<file path="config.mk">
export PLATFORM = sky130hd
export DESIGN_NAME = rk4_input_sequencer_flat
export DESIGN_NICKNAME = d
export VERILOG_FILES = /design/src/rtl/rk4_input_sequencer_pkg.sv /design/src/rtl/rk4_input_sequencer_if.sv /design/src/rtl/rk4_input_sequencer_slew_step.sv /design/src/rtl/rk4_input_sequencer.sv /design/src/flat_wrapper.sv
export SDC_FILE = /design/constraint.sdc
export NUM_CORES = 1
export LEC_CHECK = 0
export ABC_AREA = 1
export ABC_CLOCK_PERIOD_IN_PS = 6400
export BUFFER_PORTS_ARGS = -buffer_cell sky130_fd_sc_hd__clkbuf_2
export CAP_MARGIN = 20
export CORE_AREA = 2 2 283 285
export DETAILED_ROUTE_END_ITERATION = 7
export DIE_AREA = 0 0 285 287
export GPL_ROUTABILITY_DRIVEN = 0
export HOLD_SLACK_MARGIN = 0.08
export PLACE_DENSITY_LB_ADDON = 0.2
export SYNTH_ARGS = -nofsm -noshare
export SYNTH_HDL_FRONTEND = slang
export SYNTH_HIERARCHICAL = 1
export SYNTH_SLANG_ARGS = --single-unit
</file>
<file path="constraint.sdc">
create_clock -name clk -period 6.4 [get_ports clk]
set_input_delay 1.92 -clock clk [delete_from_list [all_inputs] [get_ports clk]]
set_output_delay 1.92 -clock clk [all_outputs]
set_load 0.02 [all_outputs]
</file>
<file path="src/rtl/rk4_input_sequencer_pkg.sv">
// Shared widths, FSM state encoding and latched-command layout for the RK4 input sequencer.
package rk4_pkg;

   localparam int DATA_W = 64;
   localparam int HOLD_W = 32;

   typedef enum logic [1:0] {
      IDLE = 2'd0,
      ARM  = 2'd1,
      RAMP = 2'd2,
      HOLD = 2'd3
   } state_t;

   typedef struct packed {
      logic signed [DATA_W-1:0] voltage;
      logic signed [DATA_W-1:0] load;
      logic        [DATA_W-1:0] slew;
      logic        [HOLD_W-1:0] hold;
   } rk4_cmd_t;

endpackage

</file>
<file path="src/rtl/rk4_input_sequencer_if.sv">
// Command handshake, step strobe and solver-facing outputs of the RK4 input sequencer.
interface rk4_input_sequencer_if;

   logic                              cmd_valid;
   logic                              cmd_ready;
   logic signed [rk4_pkg::DATA_W-1:0] cmd_voltage;
   logic signed [rk4_pkg::DATA_W-1:0] cmd_load;
   logic        [rk4_pkg::DATA_W-1:0] cmd_slew;
   logic        [rk4_pkg::HOLD_W-1:0] cmd_hold;
   logic                              abort;
   logic                              step_strobe;
   logic signed [rk4_pkg::DATA_W-1:0] voltage;
   logic signed [rk4_pkg::DATA_W-1:0] load;
   logic                              busy;
   logic                              done;

   modport master (
      output cmd_valid, cmd_voltage, cmd_load, cmd_slew, cmd_hold, abort, step_strobe,
      input  cmd_ready, voltage, load, busy, done
   );

   modport slave (
      input  cmd_valid, cmd_voltage, cmd_load, cmd_slew, cmd_hold, abort, step_strobe,
      output cmd_ready, voltage, load, busy, done
   );

endinterface

</file>
<file path="src/rtl/rk4_input_sequencer_slew_step.sv">
// One slew-limited step from cur toward tgt; arithmetic is one bit wider than the data
// so neither the difference nor a slew of 2^(W-1) or more can overflow.
module rk4_slew_step #(
   parameter int W = rk4_pkg::DATA_W
) (
   input  logic signed [W-1:0] i_cur,
   input  logic signed [W-1:0] i_tgt,
   input  logic        [W-1:0] i_slew,
   output logic signed [W-1:0] o_next,
   output logic                o_at_target
);

   logic [W:0] w_diff;
   logic [W:0] w_mag;
   logic [W:0] w_slew;
   logic [W:0] w_step;

   // Bit W of w_diff is the sign of (tgt - cur).
   always_comb begin
      w_diff = {i_tgt[W-1], i_tgt} - {i_cur[W-1], i_cur};
      w_mag  = w_diff[W] ? ({(W+1){1'b0}} - w_diff) : w_diff;
      w_slew = {1'b0, i_slew};
      w_step = {(W+1){1'b0}};
      if ((i_slew == {W{1'b0}}) || (w_mag <= w_slew)) begin
         o_next      = i_tgt;
         o_at_target = 1'b1;
      end else begin
         if (w_diff[W]) begin
            w_step = {i_cur[W-1], i_cur} - w_slew;
         end else begin
            w_step = {i_cur[W-1], i_cur} + w_slew;
         end
         o_next      = w_step[W-1:0];
         o_at_target = 1'b0;
      end
   end

endmodule

</file>
<file path="src/rtl/rk4_input_sequencer.sv">
// Queues one setpoint command at a time and drives the solver voltage/load inputs,
// changing them only on solver step boundaries.
module rk4_input_sequencer
   import rk4_pkg::*;
(
   input  logic                 clk,
   input  logic                 rst,
   rk4_input_sequencer_if.slave bus
);

   state_t                   r_state;
   rk4_cmd_t                 r_cmd;
   logic signed [DATA_W-1:0] r_voltage;
   logic signed [DATA_W-1:0] r_load;
   logic        [HOLD_W-1:0] r_hold_cnt;
   logic                     r_busy;
   logic                     r_done;

   logic signed [DATA_W-1:0] w_next;
   logic                     w_at_target;
   logic                     w_xfer;

   rk4_slew_step #(.W(DATA_W)) u_slew (
      .i_cur       (r_voltage),
      .i_tgt       (r_cmd.voltage),
      .i_slew      (r_cmd.slew),
      .o_next      (w_next),
      .o_at_target (w_at_target)
   );

   assign bus.cmd_ready = (r_state == IDLE) && !rst;
   assign w_xfer        = bus.cmd_valid && bus.cmd_ready;
   assign bus.voltage   = r_voltage;
   assign bus.load      = r_load;
   assign bus.busy      = r_busy;
   assign bus.done      = r_done;

   // Sequencer FSM; abort outranks a same-cycle strobe and leaves outputs where they are.
   always_ff @(posedge clk) begin
      if (rst) begin
         r_state    <= IDLE;
         r_cmd      <= '0;
         r_voltage  <= {DATA_W{1'b0}};
         r_load     <= {DATA_W{1'b0}};
         r_hold_cnt <= {HOLD_W{1'b0}};
         r_busy     <= 1'b0;
         r_done     <= 1'b0;
      end else begin
         r_done <= 1'b0;
         case (r_state)
            IDLE: begin
               if (w_xfer) begin
                  r_cmd.voltage <= bus.cmd_voltage;
                  r_cmd.load    <= bus.cmd_load;
                  r_cmd.slew    <= bus.cmd_slew;
                  r_cmd.hold    <= bus.cmd_hold;
                  r_busy        <= 1'b1;
                  r_state       <= ARM;
               end else begin
                  r_state <= IDLE;
               end
            end
            ARM, RAMP: begin
               if (bus.abort) begin
                  r_busy  <= 1'b0;
                  r_state <= IDLE;
               end else if (bus.step_strobe) begin
                  r_voltage <= w_next;
                  if (r_state == ARM) begin
                     r_load <= r_cmd.load;
                  end else begin
                     r_load <= r_load;
                  end
                  if (w_at_target) begin
                     r_hold_cnt <= r_cmd.hold;
                     r_state    <= HOLD;
                  end else begin
                     r_state <= RAMP;
                  end
               end else begin
                  r_state <= r_state;
               end
            end
            HOLD: begin
               if (bus.abort) begin
                  r_busy  <= 1'b0;
                  r_state <= IDLE;
               end else if (bus.step_strobe) begin
                  if (r_hold_cnt == {HOLD_W{1'b0}}) begin
                     r_done  <= 1'b1;
                     r_busy  <= 1'b0;
                     r_state <= IDLE;
                  end else begin
                     r_hold_cnt <= r_hold_cnt - {{(HOLD_W-1){1'b0}}, 1'b1};
                  end
               end else begin
                  r_state <= HOLD;
               end
            end
            default: begin
               r_busy  <= 1'b0;
               r_state <= IDLE;
            end
         endcase
      end
   end

endmodule

</file>
<file path="src/flat_wrapper.sv">
// flat-port wrapper written by rule: the top's interface ports become plain ports
module rk4_input_sequencer_flat import rk4_pkg::*;
  (clk, rst, bus_cmd_valid, bus_cmd_voltage, bus_cmd_load, bus_cmd_slew, bus_cmd_hold, bus_abort, bus_step_strobe, bus_cmd_ready, bus_voltage, bus_load, bus_busy, bus_done);
  rk4_input_sequencer_if bus_i ();
  input  logic clk;
  input  logic rst;
  input wire logic [$bits(bus_i.cmd_valid)-1:0] bus_cmd_valid;
  input wire logic [$bits(bus_i.cmd_voltage)-1:0] bus_cmd_voltage;
  input wire logic [$bits(bus_i.cmd_load)-1:0] bus_cmd_load;
  input wire logic [$bits(bus_i.cmd_slew)-1:0] bus_cmd_slew;
  input wire logic [$bits(bus_i.cmd_hold)-1:0] bus_cmd_hold;
  input wire logic [$bits(bus_i.abort)-1:0] bus_abort;
  input wire logic [$bits(bus_i.step_strobe)-1:0] bus_step_strobe;
  output wire logic [$bits(bus_i.cmd_ready)-1:0] bus_cmd_ready;
  output wire logic [$bits(bus_i.voltage)-1:0] bus_voltage;
  output wire logic [$bits(bus_i.load)-1:0] bus_load;
  output wire logic [$bits(bus_i.busy)-1:0] bus_busy;
  output wire logic [$bits(bus_i.done)-1:0] bus_done;
  assign bus_i.cmd_valid = bus_cmd_valid;
  assign bus_i.cmd_voltage = bus_cmd_voltage;
  assign bus_i.cmd_load = bus_cmd_load;
  assign bus_i.cmd_slew = bus_cmd_slew;
  assign bus_i.cmd_hold = bus_cmd_hold;
  assign bus_i.abort = bus_abort;
  assign bus_i.step_strobe = bus_step_strobe;
  assign bus_cmd_ready = bus_i.cmd_ready;
  assign bus_voltage = bus_i.voltage;
  assign bus_load = bus_i.load;
  assign bus_busy = bus_i.busy;
  assign bus_done = bus_i.done;
  rk4_input_sequencer u_core (.clk(clk), .rst(rst), .bus(bus_i));
endmodule
</file>
Word level (Yosys, flattened, before mapping)
Index checks and enable logic that the tools add are counted.
{"block": "classes", "n_addsub": 5, "magnitude_cmp": 1, "eq_ne": 15, "mux": 26, "bitwise": 3, "reduce_logical": 16}
{"op": "$mux W32", "count": 6}
{"op": "$mux W64", "count": 2}
{"op": "$le A65 B64 Y1", "count": 1}
{"op": "$mux W65", "count": 1}
{"op": "$sub A1 B65 Y65 const A", "count": 1}
{"op": "$sub A64 B64 Y65", "count": 1}
{"op": "$add A64 B64 Y64", "count": 1}
{"op": "$logic_not A64 Y1", "count": 1}
{"op": "$pmux W32 S2", "count": 1}
{"op": "$sub A64 B64 Y64", "count": 1}
{"op": "$logic_not A32 Y1", "count": 1}
{"op": "$sub A32 B1 Y32 const B", "count": 1}
{"op": "$ne A2 B2 Y1 const B", "count": 7}
{"op": "$mux W2", "count": 5}
{"op": "$mux W1", "count": 9}
{"op": "$reduce_and A4 Y1", "count": 2}
{"op": "$reduce_and A7 Y1", "count": 1}
{"op": "$ne A3 B3 Y1 const B", "count": 2}
{"op": "$pmux W2 S3", "count": 1}
{"op": "$eq A2 B2 Y1 const B", "count": 2}
{"op": "$ne A4 B3 Y1 const B", "count": 1}
{"op": "$reduce_and A2 Y1", "count": 2}
{"op": "$reduce_or A4 Y1", "count": 1}
{"op": "$ne A3 B2 Y1 const B", "count": 1}
{"op": "other kinds (11)", "count": 14}
{"block": "totals", "regBits": 388, "out_inout_bits": 131}

Logic depth before layout (Yosys ltp)
{"block": "logic_depth", "depth_word": 10, "ltp_mapped": 53}

Hierarchy
Netlist, hierarchy kept.
{"mod": "rk4_slew_step", "instances": 1, "cells_each": 3122, "area_per_inst_um2": 16303.1, "seq_area_each_um2": 0.0}
{"mod": "rk4_input_sequencer", "instances": 1, "cells_each": 2036, "area_per_inst_um2": 14925.6, "seq_area_each_um2": 7767.4}

Worst setup path before layout
No wires, ideal clock.
{"block": "synth_path", "path_kind": "reg2reg", "start": "register u_core.r_voltage[0] (netlist: u_core/bus.voltage[0])", "end": "register u_core.r_hold_cnt[21]", "setup_time_ps": 110, "arrival_ps": 5372, "required_ps": 6290, "setup_slack_ps": 918, "stages_incl_launch_ff": 48, "n_path_buf": 2, "cell_sequence": "dfxtp_1 ha_1 fa_1 inv_1 nand3_1 nand2_1 nand2_1 nand2_1 nand2_1 nand2_1 nand2_1 nand2_2 xor2_1 nor2_1 nand2_1 nor2_2 nand2_1 nor2_2 [... 12 more ...] nand2_1 nand2_1 nand2_1 nand2_1 nand2_1 nand2_1 nand2_1 nand2_1 nand2_2 nand2_2 buf_2 o21ai_1 a21oi_2 a21boi_4 buf_2 nand3_1 nand2_1 nor2_1"}
{"block": "synth_between", "elab_chain_len": 8}
{"element": "from (decl)", "line_no": "rk4_input_sequencer.sv:13", "source": "logic signed [DATA_W-1:0] r_voltage;"}
{"element": "from (signal assigned)", "line_no": "rk4_input_sequencer.sv:43", "source": "r_voltage <= {DATA_W{1'b0}};"}
{"element": "from (signal assigned)", "line_no": "rk4_input_sequencer.sv:68", "source": "r_voltage <= w_next;"}
{"element": "$sub A64 B64 Y65 (*)", "line_no": "rk4_input_sequencer_slew_step.sv:20", "source": "w_diff = {i_tgt[W-1], i_tgt} - {i_cur[W-1], i_cur};"}
{"element": "$sub A1 B65 Y65", "line_no": "rk4_input_sequencer_slew_step.sv:21", "source": "w_mag = w_diff[W] ? ({(W+1){1'b0}} - w_diff) : w_diff;"}
{"element": "$mux W65 (*)", "line_no": "rk4_input_sequencer_slew_step.sv:21"}
{"element": "$le A65 B64 Y1 (*)", "line_no": "rk4_input_sequencer_slew_step.sv:24", "source": "if ((i_slew == {W{1'b0}}) || (w_mag <= w_slew)) begin"}
{"element": "$logic_or A1 B1 Y1 (*)", "line_no": "rk4_input_sequencer_slew_step.sv:24"}
{"element": "$mux W1 (*)", "line_no": "rk4_input_sequencer_slew_step.sv:24"}
{"element": "via u_core.w_at_target", "line_no": "rk4_input_sequencer.sv:20", "source": "logic w_at_target;"}
{"element": "$ne A2 B2 Y1 (no source line) (*)"}
{"element": "$reduce_and A7 Y1 (no source line) (*)"}
{"element": "to (signal assigned)", "line_no": "rk4_input_sequencer.sv:45", "source": "r_hold_cnt <= {HOLD_W{1'b0}};"}
{"element": "to (signal assigned)", "line_no": "rk4_input_sequencer.sv:75", "source": "r_hold_cnt <= r_cmd.hold;"}
{"element": "to (signal assigned)", "line_no": "rk4_input_sequencer.sv:94", "source": "r_hold_cnt <= r_hold_cnt - {{(HOLD_W-1){1'b0}}, 1'b1};"}
{"element": "to (decl)", "line_no": "rk4_input_sequencer.sv:15", "source": "logic [HOLD_W-1:0] r_hold_cnt;"}
The timed path passes the listed nets; every way through them passes the cells marked *.
A chain may end at the register's enable or synchronous reset.

Worst setup path after layout
{"block": "layout_path", "start": "register u_core.r_voltage[25] (netlist: u_core/bus.voltage[25])", "end": "register u_core.r_hold_cnt[22]"}
The elaborated chain is that of the path after synthesis.

==> results by stage <==
Setup path:
- Across all register-to-register paths, the minimum setup slack is 0.29 ns.
- The required time reported for the critical path endpoint is 6.95 ns.
- The critical path launch point type is a register.
- The critical path endpoint category is a register.
- The slowest stage of the critical path is the sky130_fd_sc_hd__ha_2 cell.
- The startpoint-to-endpoint class of the critical path is reg2reg.
- The buffer and inverter count on the worst path is 6.
- Along the worst path, the maximum fanout reaches 6.
- The data arrival time of the critical path is 6.66 ns.
- The most repeated library cell on the critical path is sky130_fd_sc_hd__nand2_1.
- The longest individual stage delay on the worst path is ~0.43 ns.
- The family of cells with the greatest summed delay on the critical path is simple AND/OR/NAND/NOR gates.

Pwr:
- IR analysis of the VDD net gives a maximum drop of 356 uV.
- The completed layout was analyzed and its total power is 13.3 mW.
- The static power due to leakage is 18.8 nW.
- Power spread over the standard cell area amounts to ~360 nW/um^2.

Final layout:
- The total area of sequential cells is 7800 sq um.
- The final-stage net count is between 5k and 6k.
- The layout-stage area growth over the synthesis result is 19.8%.
- The cell area after layout is 37,400 sq um.
- The filler-free cell count of the finished design is 6,647.
- The fill cell total of the finished layout is 8,448.
- The multi-input combinational cells in the finished layout cover a total of ~21,000 sq um.
- The final design utilization is 47.6%.
- Cells with a size suffix above 1 make up 16.9% of the layout.

Logic synthesis:
- The synthesized netlist contains 58 unique library cells.
- The total number of yosys warnings is 6.
- The average instance in the mapped netlist occupies approximately 6 sq um.
- Among all flip-flop cells after synthesis, the most frequent one is sky130_fd_sc_hd__dfxtp_1.
- Summed over its instances, the top area cell type makes up 24.9% of the synthesized netlist area.
- By area the synthesized netlist is led by sky130_fd_sc_hd__dfxtp_1 (25%), sky130_fd_sc_hd__nand2_1 (18%), sky130_fd_sc_hd__nand3_1 (9.5%), sky130_fd_sc_hd__ha_1 (7.9%), sky130_fd_sc_hd__inv_1 (7.4%).
- sky130_fd_sc_hd__nand2_1 is the most common cell in the netlist.
- The part of the Yosys area used for sequential elements is approximately 25%.
- The cell count after synthesis is approximately 5.2k.
- Of all cell types, the one taking the most synthesized area is sky130_fd_sc_hd__dfxtp_1.
- The number of enable flip-flop cells after synthesis is 0.
- Ranked by instance count, the synthesized netlist is headed by sky130_fd_sc_hd__nand2_1 (1,511), sky130_fd_sc_hd__inv_1 (614), sky130_fd_sc_hd__nand3_1 (593), sky130_fd_sc_hd__nor2_1 (491), sky130_fd_sc_hd__a21oi_1 (396).
- In this run the cell area of the synthesized design comes to 31,200 sq um.
- The number of nets in the synthesized netlist is 5,586.
- Of all flip-flops after synthesis, the portion carrying an async set or reset was 0%.
- In this run, synthesis produced a sequential element count of between 300 and 400.

Global routing:
- The via count of the first global-routing pass is 33.1k.
- In the global route stage, overall resource usage came out at 29.1%.
- The wire length of the first global-routing pass is 188 mm.
- The number of antenna violations at the first check in global routing is 6.
- The total congestion overflow is 0.
- The largest net degree at the start of global routing is 157.

Detailed routing:
- The final layout contains routed wiring with a total length of 125 mm.
- The detailed-route via count is 35.6k.
- After detailed routing, the number of remaining DRC violations is 0.
- The number of antenna-violating nets in the routed design is 0.
- After detailed routing, the number of vias per cell comes to between 5 and 6.
- The routed length per placed instance is ~19 um.
- The first detailed-routing pass took 6 iterations.
- For this block, the initial DRC count from the detailed router was 3,324.

Clocking:
- The root cell of the clock tree is sky130_fd_sc_hd__clkbuf_16.
- The clock reaches the later pin of the worst-skew pair after 0.64 ns.
- The clock transition time at the flip-flop clock pins of the worst setup and hold paths is about 0.060 ns.
- For this design, the CTS-stage hold fixing added 0 buffers.
- The clock tree synthesis step divided the H-tree into 2 levels.
- The number of buffers on the longest clock path is 3.
- The sink count of the clock tree is 388.
- Counting the buffers created by CTS gives 47.
- The clock tree from TritonCTS is yes.

Placed design:
- The HPWL after detailed placement is 96.8 mm.
- The placed cell area is ~35,000 sq um.
- The number of cells after detailed placement is 6,531.
- The total of buffers placed on input and output ports is 359.
- The worst setup slack after placement is 0.0730 ns.

Timing:
- Across all hold checks on the routed design, the worst slack comes to 0.452 ns.
- The accumulated negative setup slack is 0 ns.
- The clock period could shrink to 6.11 ns.
- Measured against its own limit, the worst slew margin works out to 31.8%.
- The number of endpoints failing setup at the final stage is 0.
- The number of hold-slack violations in the final timing report is 0.
- For this run, the top clock speed supported by timing is 0.164 GHz.
- The worst-case setup margin in the final layout is slightly below 0.3 ns.
- The final-report max-slew violation count was 0.
- The slew at the pin closest to its max-slew limit is 1.02 ns.
- Across the routed clock network, the largest skew measured is 0.0339 ns.
- The portion of the clock cycle consumed by the worst path in the final layout is ~95%.

Floorplanning:
- The total die area is 81,800 sq um.
- The core region is 78,600 sq um.
- The y dimension of the die is 287 um.
- The initial utilization of the core area, before any placement, comes to 39.7%.
- 360 I/O pins were placed.
- In this run the core area contains 103 standard-cell rows.
- The die width is approximately 290 um.

Run status:
- The run finished with clean final reports.

Hold path:
- The path class of the tightest hold or removal check is reg2reg.

Flow run:
- The max-capacitance violation count is 0.
## cell usage in the layout (no fill, tap or decap), types with 6 or more instances in the layout
| master | instances |
|---|---|
| sky130_fd_sc_hd__o21ai_1 | 28 |
| sky130_fd_sc_hd__a21oi_1 | 374 |
| sky130_fd_sc_hd__nand2_4 | 12 |
| sky130_fd_sc_hd__xor2_1 | 149 |
| sky130_fd_sc_hd__nor4_1 | 19 |
| sky130_fd_sc_hd__dfxtp_1 | 364 |
| sky130_fd_sc_hd__nand2_1 | 1472 |
| sky130_fd_sc_hd__o21a_1 | 7 |
| sky130_fd_sc_hd__ha_2 | 21 |
| sky130_fd_sc_hd__buf_4 | 163 |
| sky130_fd_sc_hd__inv_2 | 10 |
| sky130_fd_sc_hd__inv_1 | 612 |
| sky130_fd_sc_hd__a31oi_1 | 30 |
| sky130_fd_sc_hd__nor2_4 | 22 |
| sky130_fd_sc_hd__o21bai_1 | 15 |
| sky130_fd_sc_hd__ha_4 | 6 |
| sky130_fd_sc_hd__nor2_1 | 442 |
| sky130_fd_sc_hd__clkbuf_16 | 49 |
| sky130_fd_sc_hd__dfxtp_2 | 24 |
| sky130_fd_sc_hd__ha_1 | 170 |
| sky130_fd_sc_hd__nand2_2 | 110 |
| sky130_fd_sc_hd__nand3_2 | 7 |
| sky130_fd_sc_hd__nand3_1 | 589 |
| sky130_fd_sc_hd__clkbuf_2 | 358 |
| sky130_fd_sc_hd__a21o_1 | 11 |
| sky130_fd_sc_hd__nor3_1 | 54 |
| sky130_fd_sc_hd__nand3b_1 | 18 |
| sky130_fd_sc_hd__buf_12 | 9 |
| sky130_fd_sc_hd__a21oi_2 | 25 |
| sky130_fd_sc_hd__clkinv_2 | 8 |
| sky130_fd_sc_hd__o21ai_0 | 143 |
| sky130_fd_sc_hd__clkbuf_8 | 8 |
| sky130_fd_sc_hd__nand4_1 | 81 |
| sky130_fd_sc_hd__xnor2_1 | 37 |
| sky130_fd_sc_hd__nor2_2 | 49 |
## final cells by class
class                           instances  share of cell area [%]
Tap cell                             1050                    3.51
Inverter                              626                    6.33
Clock inverter                         25                   0.903
Timing Repair Buffer                  534                    8.73
Multi-Input combinational cell       3961                    56.2
Clock buffer                           60                    3.49
Antenna cell                            3                  0.0201
Sequential cell                       388                    20.8
## report_power, final
| part | internal, mW | switching [mW] |
|---|---|---|
| registers | 2.57 | 0.157 |
| logic | 2.62 | 5.16 |
| clock network | 1.63 | 1.21 |
## kinds of logic (layout without fill, tap and decap cells)
group / after synthesis / in the layout / share of synthesized area (%)
fa+ha+maj: 199 / 199 / 8.02
compound gates: 664 / 664 / 11.4
simple gates: 2904 / 2904 / 40.0
xor+xnor: 194 / 194 / 5.46
other cells: 0 / 3 / 0
flops: 388 / 388 / 24.9
buf+inv: 809 / 1245 / 10.2
## tightest hold or removal path, cell delays in order (launching register included)
cell,delay (ns)
sky130_fd_sc_hd__dfxtp_1,0.30
sky130_fd_sc_hd__inv_1,0.06
sky130_fd_sc_hd__a21oi_1,0.05
## flip-flops by register name, summed over array words and instances (netlist names)
name and flops:
u_core/r_cmd 224, u_core/bus.load 64, u_core/bus.voltage 64, u_core/r_hold_cnt 32, u_core/r_state 2, u_core/bus.busy 1
u_core/bus.done 1
## routing by layer
metal  vias up  part of all wire [%]  GRT usage [%]
li1      17485                     -              -
met1     16338                    42           37.9
met2      1472                    45           47.8
met3       306                   7.6           4.18
met4         8                   5.0           12.7
met5         -                 0.046              0
## final timing paths
| kind | startpoint | endpoint | cells past startpoint |
|---|---|---|---|
| min | u_core/r_cmd[7]$_SDFFE_PP0P_ | u_core/r_cmd[7]$_SDFFE_PP0P_ | 2 |
| max | u_core/bus.voltage[25]$_SDFFE_PP0P_ | u_core/r_hold_cnt[22]$_SDFFE_PP0P_ | 43 |
| min reg2reg | u_core/r_cmd[7]$_SDFFE_PP0P_ | u_core/r_cmd[7]$_SDFFE_PP0P_ | 2 |
| max reg2reg | u_core/bus.voltage[25]$_SDFFE_PP0P_ | u_core/r_hold_cnt[22]$_SDFFE_PP0P_ | 43 |
## what timing repair did
item	4_1_cts	5_1_grt
resized for setup	0	238
buffers inserted	0	25
setup endpoints to repair	0	97
No activity file was read; power rests on OpenSTA's default activity.
